`src/rtl/clock_ctrl_pkg.sv`:
```
// Shared encodings and field limits for the time-set controller and the display driver.
package clock_ctrl_pkg;
    typedef enum logic [1:0] {
        ST_RUN        = 2'd0,
        ST_SET_HOUR   = 2'd1,
        ST_SET_MINUTE = 2'd2,
        ST_STOP       = 2'd3
    } state_t;

    localparam int HOUR_W     = 5;
    localparam int MINUTE_W   = 6;
    localparam int HOUR_MAX   = 23;
    localparam int MINUTE_MAX = 59;

    localparam int BLINK_HOUR_BIT   = 1;
    localparam int BLINK_MINUTE_BIT = 0;
endpackage

```
`src/rtl/time_set_controller_if.sv`:
```
// Key/time/counter-control bundle between the key front end, the controller and the time counters.
interface time_set_controller_if;
    import clock_ctrl_pkg::*;

    logic                tick;
    logic                key_mode_down;
    logic                key_add_down;
    logic                key_add_level;
    logic [HOUR_W-1:0]   hour_in;
    logic [MINUTE_W-1:0] minute_in;
    logic                run_en;
    logic                load_time;
    logic [HOUR_W-1:0]   hour_out;
    logic [MINUTE_W-1:0] minute_out;
    logic [1:0]          state_out;
    logic [1:0]          blink_mask;

    modport master (
        output tick, key_mode_down, key_add_down, key_add_level, hour_in, minute_in,
        input  run_en, load_time, hour_out, minute_out, state_out, blink_mask
    );

    modport slave (
        input  tick, key_mode_down, key_add_down, key_add_level, hour_in, minute_in,
        output run_en, load_time, hour_out, minute_out, state_out, blink_mask
    );
endinterface

```
`src/rtl/key_repeat_gen.sv`:
```
// Auto-repeat strobe generator for a held key; only built when AUTO_REPEAT_EN is defined.
`ifdef AUTO_REPEAT_EN
module key_repeat_gen #(
    parameter int DELAY = 32768,
    parameter int RATE  = 8192
) (
    input  logic clock,
    input  logic reset,
    input  logic level,
    input  logic enable,
    output logic strobe
);
    localparam int MAXC  = (DELAY > RATE) ? DELAY : RATE;
    localparam int CNT_W = $clog2(MAXC + 1);

    logic [CNT_W-1:0] cnt;
    logic [CNT_W-1:0] limit;
    logic             repeating;
    logic             active;

    // First strobe after DELAY held clocks, then one every RATE clocks.
    assign active = level & enable;
    assign limit  = repeating ? CNT_W'(RATE - 1) : CNT_W'(DELAY - 1);
    assign strobe = active & (cnt == limit);

    always_ff @(posedge clock or posedge reset) begin
        if (reset) begin
            cnt       <= '0;
            repeating <= 1'b0;
        end else if (!active) begin
            cnt       <= '0;
            repeating <= 1'b0;
        end else if (strobe) begin
            cnt       <= '0;
            repeating <= 1'b1;
        end else begin
            cnt <= cnt + 1'b1;
        end
    end
endmodule
`endif

```
`src/rtl/time_set_controller.sv`:
```
// Mode/set sequencer for the HH:MM:SS clock: run/stop, hour/minute editing, commit, timeout, blink.
// Optional feature: AUTO_REPEAT_EN enables auto-repeat of a held add key in the SET states.
module time_set_controller
    import clock_ctrl_pkg::*;
#(
    parameter int TIMEOUT_TICKS = 10,
    parameter int REPEAT_DELAY  = 32768,
    parameter int REPEAT_RATE   = 8192
) (
    input  logic                 clock,
    input  logic                 reset,
    time_set_controller_if.slave bus
);
    localparam int TO_W = $clog2(TIMEOUT_TICKS + 1);
    localparam logic [TO_W-1:0] TO_LAST = TO_W'(TIMEOUT_TICKS - 1);
    localparam logic [TO_W-1:0] TO_SAT  = TO_W'(TIMEOUT_TICKS);

    function automatic logic [HOUR_W-1:0] inc_hour(input logic [HOUR_W-1:0] h);
        return (h == HOUR_W'(HOUR_MAX)) ? '0 : h + 1'b1;
    endfunction

    function automatic logic [MINUTE_W-1:0] inc_minute(input logic [MINUTE_W-1:0] m);
        return (m == MINUTE_W'(MINUTE_MAX)) ? '0 : m + 1'b1;
    endfunction

    state_t              state, state_n;
    logic [HOUR_W-1:0]   hour_q, hour_n;
    logic [MINUTE_W-1:0] minute_q, minute_n;
    logic [TO_W-1:0]     to_cnt, to_n;
    logic                phase, phase_n;
    logic                run_q, run_n;
    logic                load_q, load_n;
    logic [1:0]          mask_q, mask_n;
    logic                in_set, rep_pulse, add_evt, key_evt;

    assign in_set = (state == ST_SET_HOUR) || (state == ST_SET_MINUTE);

`ifdef AUTO_REPEAT_EN
    // A mode press always changes state in SET, so it restarts the repeat delay.
    key_repeat_gen #(
        .DELAY (REPEAT_DELAY),
        .RATE  (REPEAT_RATE)
    ) u_key_repeat_gen (
        .clock  (clock),
        .reset  (reset),
        .level  (bus.key_add_level),
        .enable (in_set & ~bus.key_mode_down),
        .strobe (rep_pulse)
    );
`else
    localparam int unused_repeat_cfg = REPEAT_DELAY + REPEAT_RATE;
    logic unused_level;
    assign unused_level = bus.key_add_level;
    assign rep_pulse    = 1'b0;
`endif

    assign add_evt = bus.key_add_down | rep_pulse;
    assign key_evt = bus.key_mode_down | add_evt;

    always_comb begin
        state_n  = state;
        hour_n   = hour_q;
        minute_n = minute_q;
        load_n   = 1'b0;
        to_n     = to_cnt;
        phase_n  = phase;
        mask_n   = '0;
        if (bus.key_mode_down) begin
            unique case (state)
                ST_RUN, ST_STOP: begin
                    state_n  = ST_SET_HOUR;
                    hour_n   = bus.hour_in;
                    minute_n = bus.minute_in;
                end
                ST_SET_HOUR:   state_n = ST_SET_MINUTE;
                ST_SET_MINUTE: begin
                    state_n = ST_RUN;
                    load_n  = 1'b1;
                end
                default: ;
            endcase
        end else if (add_evt) begin
            unique case (state)
                ST_RUN:        state_n  = ST_STOP;
                ST_STOP:       state_n  = ST_RUN;
                ST_SET_HOUR:   hour_n   = inc_hour(hour_q);
                ST_SET_MINUTE: minute_n = inc_minute(minute_q);
                default: ;
            endcase
        end else if (bus.tick && in_set && (to_cnt >= TO_LAST)) begin
            state_n = ST_RUN;
        end

        if (key_evt || (state_n != state)) begin
            to_n = '0;
        end else if (bus.tick && in_set && (to_cnt != TO_SAT)) begin
            to_n = to_cnt + 1'b1;
        end

        if (key_evt) begin
            phase_n = 1'b1;
        end else if (bus.tick) begin
            phase_n = ~phase;
        end

        run_n = (state_n == ST_RUN);
        mask_n[BLINK_HOUR_BIT]   = (state_n == ST_SET_HOUR) & ~phase_n;
        mask_n[BLINK_MINUTE_BIT] = (state_n == ST_SET_MINUTE) & ~phase_n;
    end

    always_ff @(posedge clock or posedge reset) begin
        if (reset) begin
            state    <= ST_RUN;
            hour_q   <= '0;
            minute_q <= '0;
            to_cnt   <= '0;
            phase    <= 1'b0;
            run_q    <= 1'b1;
            load_q   <= 1'b0;
            mask_q   <= '0;
        end else begin
            state    <= state_n;
            hour_q   <= hour_n;
            minute_q <= minute_n;
            to_cnt   <= to_n;
            phase    <= phase_n;
            run_q    <= run_n;
            load_q   <= load_n;
            mask_q   <= mask_n;
        end
    end

    assign bus.run_en     = run_q;
    assign bus.load_time  = load_q;
    assign bus.hour_out   = hour_q;
    assign bus.minute_out = minute_q;
    assign bus.state_out  = state;
    assign bus.blink_mask = mask_q;
endmodule
```
`src/flat_wrapper.sv`:
```
// flat-port wrapper written by rule: the top's interface ports become plain ports
module time_set_controller_flat import clock_ctrl_pkg::*;
#(
    parameter int TIMEOUT_TICKS = 10,
    parameter int REPEAT_DELAY  = 32768,
    parameter int REPEAT_RATE   = 8192
)
  (clock, reset, bus_tick, bus_key_mode_down, bus_key_add_down, bus_key_add_level, bus_hour_in, bus_minute_in, bus_run_en, bus_load_time, bus_hour_out, bus_minute_out, bus_state_out, bus_blink_mask);
  time_set_controller_if bus_i ();
  input  logic clock;
  input  logic reset;
  input wire logic [$bits(bus_i.tick)-1:0] bus_tick;
  input wire logic [$bits(bus_i.key_mode_down)-1:0] bus_key_mode_down;
  input wire logic [$bits(bus_i.key_add_down)-1:0] bus_key_add_down;
  input wire logic [$bits(bus_i.key_add_level)-1:0] bus_key_add_level;
  input wire logic [$bits(bus_i.hour_in)-1:0] bus_hour_in;
  input wire logic [$bits(bus_i.minute_in)-1:0] bus_minute_in;
  output wire logic [$bits(bus_i.run_en)-1:0] bus_run_en;
  output wire logic [$bits(bus_i.load_time)-1:0] bus_load_time;
  output wire logic [$bits(bus_i.hour_out)-1:0] bus_hour_out;
  output wire logic [$bits(bus_i.minute_out)-1:0] bus_minute_out;
  output wire logic [$bits(bus_i.state_out)-1:0] bus_state_out;
  output wire logic [$bits(bus_i.blink_mask)-1:0] bus_blink_mask;
  assign bus_i.tick = bus_tick;
  assign bus_i.key_mode_down = bus_key_mode_down;
  assign bus_i.key_add_down = bus_key_add_down;
  assign bus_i.key_add_level = bus_key_add_level;
  assign bus_i.hour_in = bus_hour_in;
  assign bus_i.minute_in = bus_minute_in;
  assign bus_run_en = bus_i.run_en;
  assign bus_load_time = bus_i.load_time;
  assign bus_hour_out = bus_i.hour_out;
  assign bus_minute_out = bus_i.minute_out;
  assign bus_state_out = bus_i.state_out;
  assign bus_blink_mask = bus_i.blink_mask;
  time_set_controller #(.TIMEOUT_TICKS(TIMEOUT_TICKS), .REPEAT_DELAY(REPEAT_DELAY), .REPEAT_RATE(REPEAT_RATE)) u_core (.clock(clock), .reset(reset), .bus(bus_i));
endmodule
```
`config.mk`:
```
export PLATFORM = sky130hd
export DESIGN_NAME = time_set_controller_flat
export DESIGN_NICKNAME = d
export VERILOG_FILES = /design/src/rtl/clock_ctrl_pkg.sv /design/src/rtl/time_set_controller_if.sv /design/src/rtl/key_repeat_gen.sv /design/src/rtl/time_set_controller.sv /design/src/flat_wrapper.sv
export SDC_FILE = /design/constraint.sdc
export NUM_CORES = 1
export LEC_CHECK = 0
export CAP_MARGIN = 25
export CELL_PAD_IN_SITES_DETAIL_PLACEMENT = 0
export CELL_PAD_IN_SITES_GLOBAL_PLACEMENT = 1
export CORE_UTILIZATION = 35
export DETAILED_ROUTE_END_ITERATION = 8
export PLACE_DENSITY = 0.76
export SYNTH_ARGS = -nofsm -noshare
export SYNTH_HDL_FRONTEND = slang
export SYNTH_HIERARCHICAL = 1
export SYNTH_SLANG_ARGS = --single-unit
```
`constraint.sdc`:
```
create_clock -name clock -period 5.3 [get_ports clock]
set_input_delay 1.06 -clock clock [delete_from_list [all_inputs] [get_ports clock]]
set_output_delay 1.06 -clock clock [all_outputs]
set_load 0.01 [all_outputs]
```
==> impl_metrics.py, run 1 <==
metrics = {
    "cts": {
        "clk-insertion-delay-late_ns": 0.27,
        "cts_made_buffers": 3,
        "cts_tree": "yes",
        "postCtsSetupBuffers": 0,
        "cts-resized-gates": 0,
        "clk_pin_slew_ns": 0.09,
        "cts_buffer_depth": 2,
        "cts.sinks": 22,
        "cts_hold_buf": 0,
        "h-tree-depth": 1,
        "cts-root-buf": "clkbuf_8",
    },
    "setup_path": {
        "path_delay_family": "simple AND/OR/NAND/NOR gates",
        "endpoint_kind": "flop",
        "cp-start-kind": "input pin",
        "cp_data_required_time_ns": 5.49,
        "worstRegToRegCells": 6,
        "rrSetupSlack_ns": 3.00,
        "rr_startpoint": "u_core/bus.state_out[0]",
        "r2r-end": "u_core/to_cnt[0]",
        "cp_cell_sequence": "clkdlybuf4s50_1, buf_4, and2b_2, a21oi_2, or4_1, o211ai_1",
        "cp_max_fo": 29,
        "crit_type": "input pin to flop",
        "crit_arrival_ns": 2.80,
        "cp_slowest_cell": "or4_1",
        "slowest_delay_ns": 0.50,
        "path_buf_inv": 2,
        "cp_num_cells": 6,
    },
    "sta": {
        "fin_skew_ns": 0.00682,
        "slew_violations": 0,
        "fmax_mhz": 384,
        "hold_violations": 0,
        "setup_viol": 0,
        "finalCritPeriodShare": 0.492,
        "period_needed_ns": 2.61,
        "worst_slew_pin_slew_ns": 0.864,
        "maxSlewHeadroom": 0.423,
        "fin_setup_tns_ns": 0,
        "rsz0062_at_grt": "no",
    },
    "floorplan": {
        "pin_count": 34,
        "die_x_um": 63.8,
        "initial_core_util": 0.366,
        "coreArea_mm2": 0.00366,
        "die_area_mm2": 0.00408,
        "row_count": 22,
        "die-height_um": 63.8,
    },
    "power": {
        "finalPower_mw": 0.856,
        "clkPwrFrac": 0.146,
        "intPower_mw": 0.514,
        "switchingPower_mw": 0.342,
        "ir_worst_vdd_mv": 0.144,
        "leakagePower_nw": 0.755,
        "netSwitchingFraction": 0.399,
        "comb_power_share": 0.500,
        "power_density_mw_per_mm2": 487,
        "pwr-share-seq": 0.354,
    },
    "place": {
        "io_buffers": 32,
        "hpwl_um": 2210,
        "routabilityCongestion": 0.830,
    },
    "detailed_routing": {
        "wire_per_inst_um": 13.5,
        "vias": 1166,
        "ant_nets": 0,
        "drc": 0,
        "wl_met2_um": 1390,
        "viasPerCell": 5.25,
        "met3_length_um": 121,
        "wl_met1_um": 1430,
        "highest_layer": "met4",
        "drtPass1Iterations": 4,
        "routed_wl_um": 2990,
        "drt_iter0_drc": 24,
    },
    "hold_path": {
        "hold_class": "flop to flop",
        "whs_path_depth": 2,
        "min_from": "u_core/bus.hour_out[1]",
        "whs_endpoint": "u_core/bus.hour_out[1]",
    },
    "cells_and_area": {
        "final_nets": 202,
        "register_area_um2": 552,
        "drive_gt1_frac": 0.0690,
        "antenna_cells": 0,
        "area.growth.synth_to_final_pct": 31.2,
        "fillerInstances": 350,
        "multi_input_area_um2": 728,
    },
    "flow_run": {
        "max_cap_violations": 0,
    },
    "status": {
        "status": "finished, final reports clean",
    },
    "synth": {
        "seq_area_frac_synth": 0.412,
        "synth-seq-cells": 22,
        "synth_cells": 141,
        "yosysTopAreaCell": "dfrtp_1",
        "async_reset_ff_frac": 1.00,
        "synth_nets": 168,
        "synth_edf_count": 0,
        "synth_top_flop_cell": "dfrtp_1",
        "netlist.area_leader.share": 0.393,
        "ys.warnings.count": 6,
        "syn_area_mm2": 0.00134,
        "synth_cell_type_count": 39,
        "synthTopCellsByArea": "dfrtp_1, ha_1, o21ai_0",
        "syn_avg_cell_area_um2": 9.49,
    },
    "global_route": {
        "grt_pass1_vias": 1166,
        "grt-ovfl-total": 0,
        "grt_usage": 0.165,
        "antenna_found_initial": 0,
        "grt_max_degree": 30,
        "grt_pass1_wl_um": 5220,
    },
}
[cell families after synthesis]
kind of cell	after synthesis	synth area share
buf+inv	13	0.0439
xor+xnor	3	0.0196
compound gates	42	0.206
flops	22	0.412
fa+ha+maj	10	0.0935
simple gates	43	0.164
mux	8	0.0617
[cells in the mapped netlist (3+ instances only)]
cell	n
a21oi_1	8
a22oi_1	3
dfrtp_1	21
ha_1	10
inv_1	9
mux2i_1	6
nand2_1	14
nand3_1	7
nor2_1	7
nor4_1	3
o21ai_0	14
[registers in the layout (all words and copies together) (netlist names)]
register               flops
u_core/bus.minute_out      6
u_core/bus.hour_out        5
u_core/bus.load_time       1
u_core/bus.run_en          1
u_core/to_cnt              4
u_core/bus.state_out       2
u_core/phase               1
u_core/bus.blink_mask      2
[cells in the final DEF (no fill, tap or decap), drive strengths merged]
cell type / instances
a32oi: 1
a41o: 1
a21oi: 9
a41oi: 2
o211ai: 2
ha: 10
or4: 1
nor2: 7
nor2b: 3
dfstp: 1
xnor2: 2
dfrtp: 21
xor2: 1
nor4: 3
o21ai: 14
a31oi: 2
a22oi: 3
and2: 2
nor3: 2
clkbuf: 4
inv: 9
o311a: 1
clkdlybuf4s50: 32
and2b: 1
a211oi: 1
a221oi: 1
a311oi: 2
nor3b: 2
mux2: 2
nand2: 14
nand4: 1
a21o: 1
buf: 1
o32ai: 1
nand3: 7
mux2i: 6
o311ai: 1
[how the worst max path moves through the flow]
stage	startpoint	end	slack [ns]
5_1_grt	bus_key_mode_down	u_core/bus.hour_out[3]	2.61
2_1_floorplan	bus_key_mode_down	u_core/bus.hour_out[3]	3.14
6_report	bus_key_mode_down	u_core/bus.hour_out[3]	2.69
3_5_place_dp	bus_key_mode_down	u_core/bus.hour_out[3]	2.41
3_3_place_gp	bus_key_mode_down	u_core/bus.hour_out[3]	2.42
4_1_cts	bus_key_mode_down	u_core/bus.hour_out[3]	2.69
[power groups by stage]
stage	Combinational, mW	Clock, mW	Sequential (mW)
after detailed placement	0.431	0	0.306
after CTS	0.432	0.128	0.303
after floorplan	0.247	0	0.317
after global routing	0.479	0.136	0.317
final	0.428	0.125	0.303
after global placement	0.419	0	0.304
[worst reg2reg max path, cell delays in order (launching register included)]
cell and delay, ns:
dfrtp_1 0.49, inv_1 0.15, ha_1 0.46, and2_1 0.26, o311ai_0 0.24, o21ai_0 0.48, nor2_1 0.10
[layer usage]
layer / global-route usage / up-vias
met5: 0 / -
met2: 0.274 / 24
met4: 0.0938 / 0
met1: 0.203 / 553
met3: 0.0214 / 4
li1: - / 585
[stage by stage]
step | utilization | worst slack [ns] | hold WS, ns | cells | instance area [µm²]
after floorplan | - | 3.14 | 0.497 | 141 | 1340
after global placement | 0.465 | 2.42 | 0.527 | 218 | 1700
after detailed placement | 0.465 | 2.41 | 0.527 | 218 | 1700
after global routing | 0.480 | 2.61 | 0.609 | 222 | 1760
final | 0.480 | 2.69 | 0.535 | 222 | 1760
after CTS | 0.480 | 2.69 | 0.545 | 222 | 1760
[layout make-up]
| class | count | area share |
|---|---|---|
| Clock buffer | 4 | 0.0313 |
| Sequential cell | 22 | 0.314 |
| Timing Repair Buffer | 33 | 0.187 |
| Multi-Input combinational cell | 106 | 0.415 |
| Inverter | 9 | 0.0192 |
| Tap cell | 48 | 0.0342 |
No activity file was read; power rests on OpenSTA's default activity.
==> run 2, diff against run 1 <==
- clock period: 5.3 -> 2.52 ns (I/O delays scaled with it)
==> impl_metrics.py, run 2 (synthesis results as in run 1) <==
metrics = {
    "sta": {
        "hold_slack_ns": 0.547,
        "period_needed_ns": 2.14,
        "fin_skew_ns": 0.00167,
        "hold_violations": 0,
        "finalCritPeriodShare": 0.848,
        "setup_viol": 0,
        "rsz0062_at_grt": "no",
        "fmax_mhz": 468,
        "worst_slew_pin_slew_ns": 0.561,
        "maxSlewHeadroom": 0.621,
        "slew_violations": 0,
        "fin_setup_tns_ns": 0,
    },
    "setup_path": {
        "cp_max_fo": 9,
        "slowest_delay_ns": 0.51,
        "rrSetupSlack_ns": 0.38,
        "crit_type": "flop to flop",
        "path_buf_inv": 1,
        "crit_arrival_ns": 2.31,
        "cp_slowest_cell": "or4_1",
        "cp-start-kind": "flop",
        "cp_cell_sequence": "inv_1, ha_1, and2b_2, a21oi_2, or4_1, o211ai_1",
        "endpoint_kind": "flop",
        "path_delay_family": "simple AND/OR/NAND/NOR gates",
        "cp_data_required_time_ns": 2.69,
    },
    "global_route": {
        "grt_pass1_vias": 1133,
        "grt-ovfl-total": 0,
        "grt_pass1_wl_um": 4970,
        "antenna_found_initial": 0,
        "grt_max_degree": 23,
        "grt_usage": 0.153,
    },
    "floorplan": {
        "pin_count": 34,
        "initial_core_util": 0.366,
        "die-height_um": 63.8,
        "die_area_mm2": 0.00408,
        "coreArea_mm2": 0.00366,
        "die_x_um": 63.8,
        "row_count": 22,
    },
    "place": {
        "placed_cell_area_mm2": 0.00172,
        "io_buffers": 32,
        "routabilityCongestion": 0.826,
        "hpwl_um": 2140,
    },
    "cells_and_area": {
        "final_nets": 205,
        "multi_input_area_um2": 728,
        "largest_register_ffs": 6,
        "fillerInstances": 341,
        "drive_gt1_frac": 0.0791,
        "register_area_um2": 552,
        "area.growth.synth_to_final_pct": 32.1,
        "antenna_cells": 0,
        "final_cell_area_mm2": 0.00177,
        "layout_commonest_cell": "clkdlybuf4s50_1",
        "final_cell_mix": "clkdlybuf4s50_1, dfrtp_1, nand2_1",
    },
    "status": {
        "status": "finished, final reports clean",
    },
    "power": {
        "power_density_mw_per_mm2": 1000,
        "ir_worst_vdd_mv": 0.348,
        "leakagePower_nw": 0.763,
    },
    "hold_path": {
        "hold_class": "flop to flop",
    },
    "cts": {
        "cts_tree": "yes",
        "postCtsSetupBuffers": 0,
        "cts-root-buf": "clkbuf_8",
        "clk-insertion-delay-late_ns": 0.25,
        "cts.sinks": 22,
        "cts_made_buffers": 3,
        "h-tree-depth": 1,
        "cts_buffer_depth": 2,
        "cts-resized-gates": 0,
        "cts_hold_buf": 0,
        "clk_pin_slew_ns": 0.08,
    },
    "detailed_routing": {
        "drtPass1Iterations": 4,
        "routed_wl_um": 2830,
        "wire_per_inst_um": 12.6,
        "viasPerCell": 5.22,
        "vias": 1175,
        "drt_iter0_drc": 30,
        "drc": 0,
        "ant_nets": 0,
    },
    "flow_run": {
        "max_cap_violations": 0,
    },
}
## run 2: cell type report
class                           instances  share of cell area
Clock buffer                            4              0.0255
Inverter                                9              0.0191
Tap cell                               48              0.0339
Sequential cell                        22               0.312
Multi-Input combinational cell        106               0.412
Timing Repair Buffer                   36               0.198
## run 2: where the power goes
group / internal (mW) / total [mW] / switching, mW
Combinational: 0.476 / 0.915 / 0.438
Sequential: 0.479 / 0.635 / 0.155
Clock: 0.112 / 0.224 / 0.112
Total: 1.07 / 1.77 / 0.706
## run 2: tightest hold or removal path, stage by stage, from the launching register on
cell and delay (ns):
dfrtp_1 0.39, nand2_1 0.06, o21ai_0 0.07
## run 2: per-stage QoR
stage	utilization	total power [mW]	instances	setup WS, ns
floorplan	-	1.19	141	0.520
global placement	0.471	1.53	221	0.296
detailed placement	0.471	1.56	221	0.232
CTS	0.483	1.79	225	0.234
global route	0.483	1.95	225	0.155
finish	0.483	1.77	225	0.383
## run 2: metal layers
layer	track usage	part of all wire
met3	0.0161	0.044
met4	0.0426	0.0049
met2	0.250	0.47
met5	0	0
met1	0.211	0.48
## run 2: worst paths after layout
path | start | end | depth (start not counted)
setup / recovery | u_core/bus.state_out[0] | u_core/bus.hour_out[3] | 6
hold / removal | u_core/bus.hour_out[1] | u_core/bus.hour_out[1] | 2
setup reg to reg | u_core/bus.state_out[0] | u_core/bus.hour_out[3] | 6
hold reg to reg | u_core/bus.hour_out[1] | u_core/bus.hour_out[1] | 2
min in group asynchronous | reset | u_core/bus.hour_out[0] | 3
max in group asynchronous | reset | u_core/bus.run_en | 3
==> run 3, diff against run 2 <==
- CORE_UTILIZATION: 35 -> 33
- PLACE_DENSITY: 0.76 -> 0.75
- clock period: 2.52 -> 1.9 ns (I/O delays scaled with it)
==> impl_metrics.py, run 3 (synthesis results as in run 1) <==
metrics = {
    "global_route": {
        "grt.busiest_layer": "met2",
        "antenna_found_initial": 0,
        "grt_use_met2": 0.254,
        "grt_max_degree": 23,
        "grt_pass1_wl_um": 5210,
        "grt-ovfl-total": 0,
        "use_met1": 0.211,
        "grt_pass1_vias": 1182,
        "grt_use_met3": 0.0260,
        "grt_usage": 0.157,
    },
    "power": {
        "power_density_mw_per_mm2": 1340,
        "intPower_mw": 1.53,
        "finalPower_mw": 2.50,
        "netSwitchingFraction": 0.390,
        "pwr-share-seq": 0.327,
        "clkPwrFrac": 0.120,
        "switchingPower_mw": 0.978,
        "leakagePower_nw": 0.818,
        "ir_worst_vdd_mv": 0.612,
        "comb_power_share": 0.554,
    },
    "sta": {
        "slew_violations": 0,
        "fin_skew_ns": 0.00948,
        "fin_ws_ns": 0.120,
        "finalCritPeriodShare": 0.937,
        "hold_violations": 0,
        "worst_slew_pin_slew_ns": 0.400,
        "fmax_mhz": 562,
        "period_needed_ns": 1.78,
        "rsz0062_at_grt": "no",
        "maxSlewHeadroom": 0.730,
        "hold_slack_ns": 0.446,
        "setup_viol": 0,
    },
    "cts": {
        "cts-root-buf": "clkbuf_8",
        "h-tree-depth": 1,
        "cts_buffer_depth": 2,
        "cts_tree": "yes",
        "clk-insertion-delay-late_ns": 0.26,
        "cts.sinks": 22,
        "clk_pin_slew_ns": 0.08,
        "cts_made_buffers": 3,
    },
    "detailed_routing": {
        "ant_nets": 0,
        "routed_wl_um": 3090,
        "viasPerCell": 5.18,
        "drtPass1Iterations": 4,
        "wire_per_inst_um": 13.1,
        "drc": 0,
        "drt_iter0_drc": 20,
        "vias": 1222,
    },
    "setup_path": {
        "cp_slowest_cell": "or4_1",
        "crit_arrival_ns": 1.97,
        "cp-start-kind": "flop",
        "cp_max_fo": 9,
        "path_buf_inv": 1,
        "endpoint_kind": "flop",
        "crit_type": "flop to flop",
        "cp_data_required_time_ns": 2.09,
        "path_delay_family": "simple AND/OR/NAND/NOR gates",
        "slowest_delay_ns": 0.50,
        "cp_cell_sequence": "inv_2, ha_4, and2b_2, a21oi_2, or4_1, o211ai_1",
    },
    "cells_and_area": {
        "area.growth.synth_to_final_pct": 39.7,
        "fillerInstances": 364,
        "drive_gt1_frac": 0.165,
        "final_cell_area_mm2": 0.00187,
        "antenna_cells": 0,
        "layout_commonest_cell": "clkdlybuf4s50_1",
        "largest_register_ffs": 6,
        "final_nets": 216,
        "final_cell_mix": "clkdlybuf4s50_1, dfrtp_1, buf_4",
        "utilization": 0.496,
    },
    "flow_run": {
        "max_cap_violations": 0,
    },
    "floorplan": {
        "row_count": 22,
        "die-height_um": 65.7,
        "pin_count": 34,
        "initial_core_util": 0.355,
        "coreArea_mm2": 0.00377,
        "die_x_um": 65.7,
        "die_area_mm2": 0.00432,
    },
    "place": {
        "routabilityCongestion": 0.862,
        "placed_cell_area_mm2": 0.00182,
        "dp_slack_ns": -0.0322,
        "hpwl_um": 2440,
        "io_buffers": 32,
    },
    "hold_path": {
        "hold_class": "input pin to asynchronous set/reset pin",
    },
    "status": {
        "status": "finished, final reports clean",
    },
}
-- run 3: cell types whose count changed in the layout (fill, tap and decap cells not counted), sizes merged --
| cell | change |
|---|---|
| buf | +11 |
-- run 3: layer usage --
layer	wire length, µm	vias up
met2	1450	26
met1	1480	579
met4	42	0
li1	-	613
met3	114	4
met5	0	-
-- run 3: timing repair --
| item | CTS | global route |
|---|---|---|
| hold buffers | 0 | 0 |
| gates resized for setup | 0 | 2 |
| buffers inserted | 0 | 0 |
| endpoints found under the setup margin | 0 | 6 |
| endpoints found under the hold margin | 0 | 0 |
-- run 3: layout make-up --
cell class / count / area (µm²) / share of cell area
Timing Repair Buffer: 47 / 433 / 0.231
Sequential cell: 22 / 554 / 0.296
Tap cell: 48 / 60.1 / 0.0321
Clock buffer: 4 / 45.0 / 0.0241
Inverter: 9 / 33.8 / 0.0181
Multi-Input combinational cell: 106 / 744 / 0.398
-- run 3: worst reg2reg max path, cell delays in order (launching register included) --
cell and delay, ns:
dfrtp_2 0.41, inv_2 0.11, ha_4 0.24, and2b_2 0.28, a21oi_2 0.06, or4_1 0.50, o211ai_1 0.10
-- run 3: worst paths after layout --
path                                          from                      to  slack, ns  cells past startpoint
max in group asynchronous                    reset       u_core/bus.run_en       1.17                      3
min in group clock                    u_core/phase            u_core/phase       0.54                      2
hold reg to reg                       u_core/phase            u_core/phase       0.54                      2
setup / recovery           u_core/bus.state_out[0]  u_core/bus.hour_out[3]       0.12                      6
setup reg to reg           u_core/bus.state_out[0]  u_core/bus.hour_out[3]       0.12                      6
hold / removal                               reset  u_core/bus.hour_out[3]       0.45                      3
-- run 3: per-stage QoR --
stage | cells | TNS (ns)
final | 236 | 0
after global routing | 236 | 0
after CTS | 236 | 0
after detailed placement | 232 | -0.122
after global placement | 232 | -0.0555
after floorplan | 141 | 0
-- run 3: power by group through the flow --
stage	Clock [mW]	Combinational, mW	Sequential, mW
detailed placement	0	1.39	0.833
finish	0.300	1.39	0.819
global route	0.335	1.53	0.851
CTS	0.312	1.39	0.822
global placement	0	1.35	0.822
floorplan	0	0.715	0.891
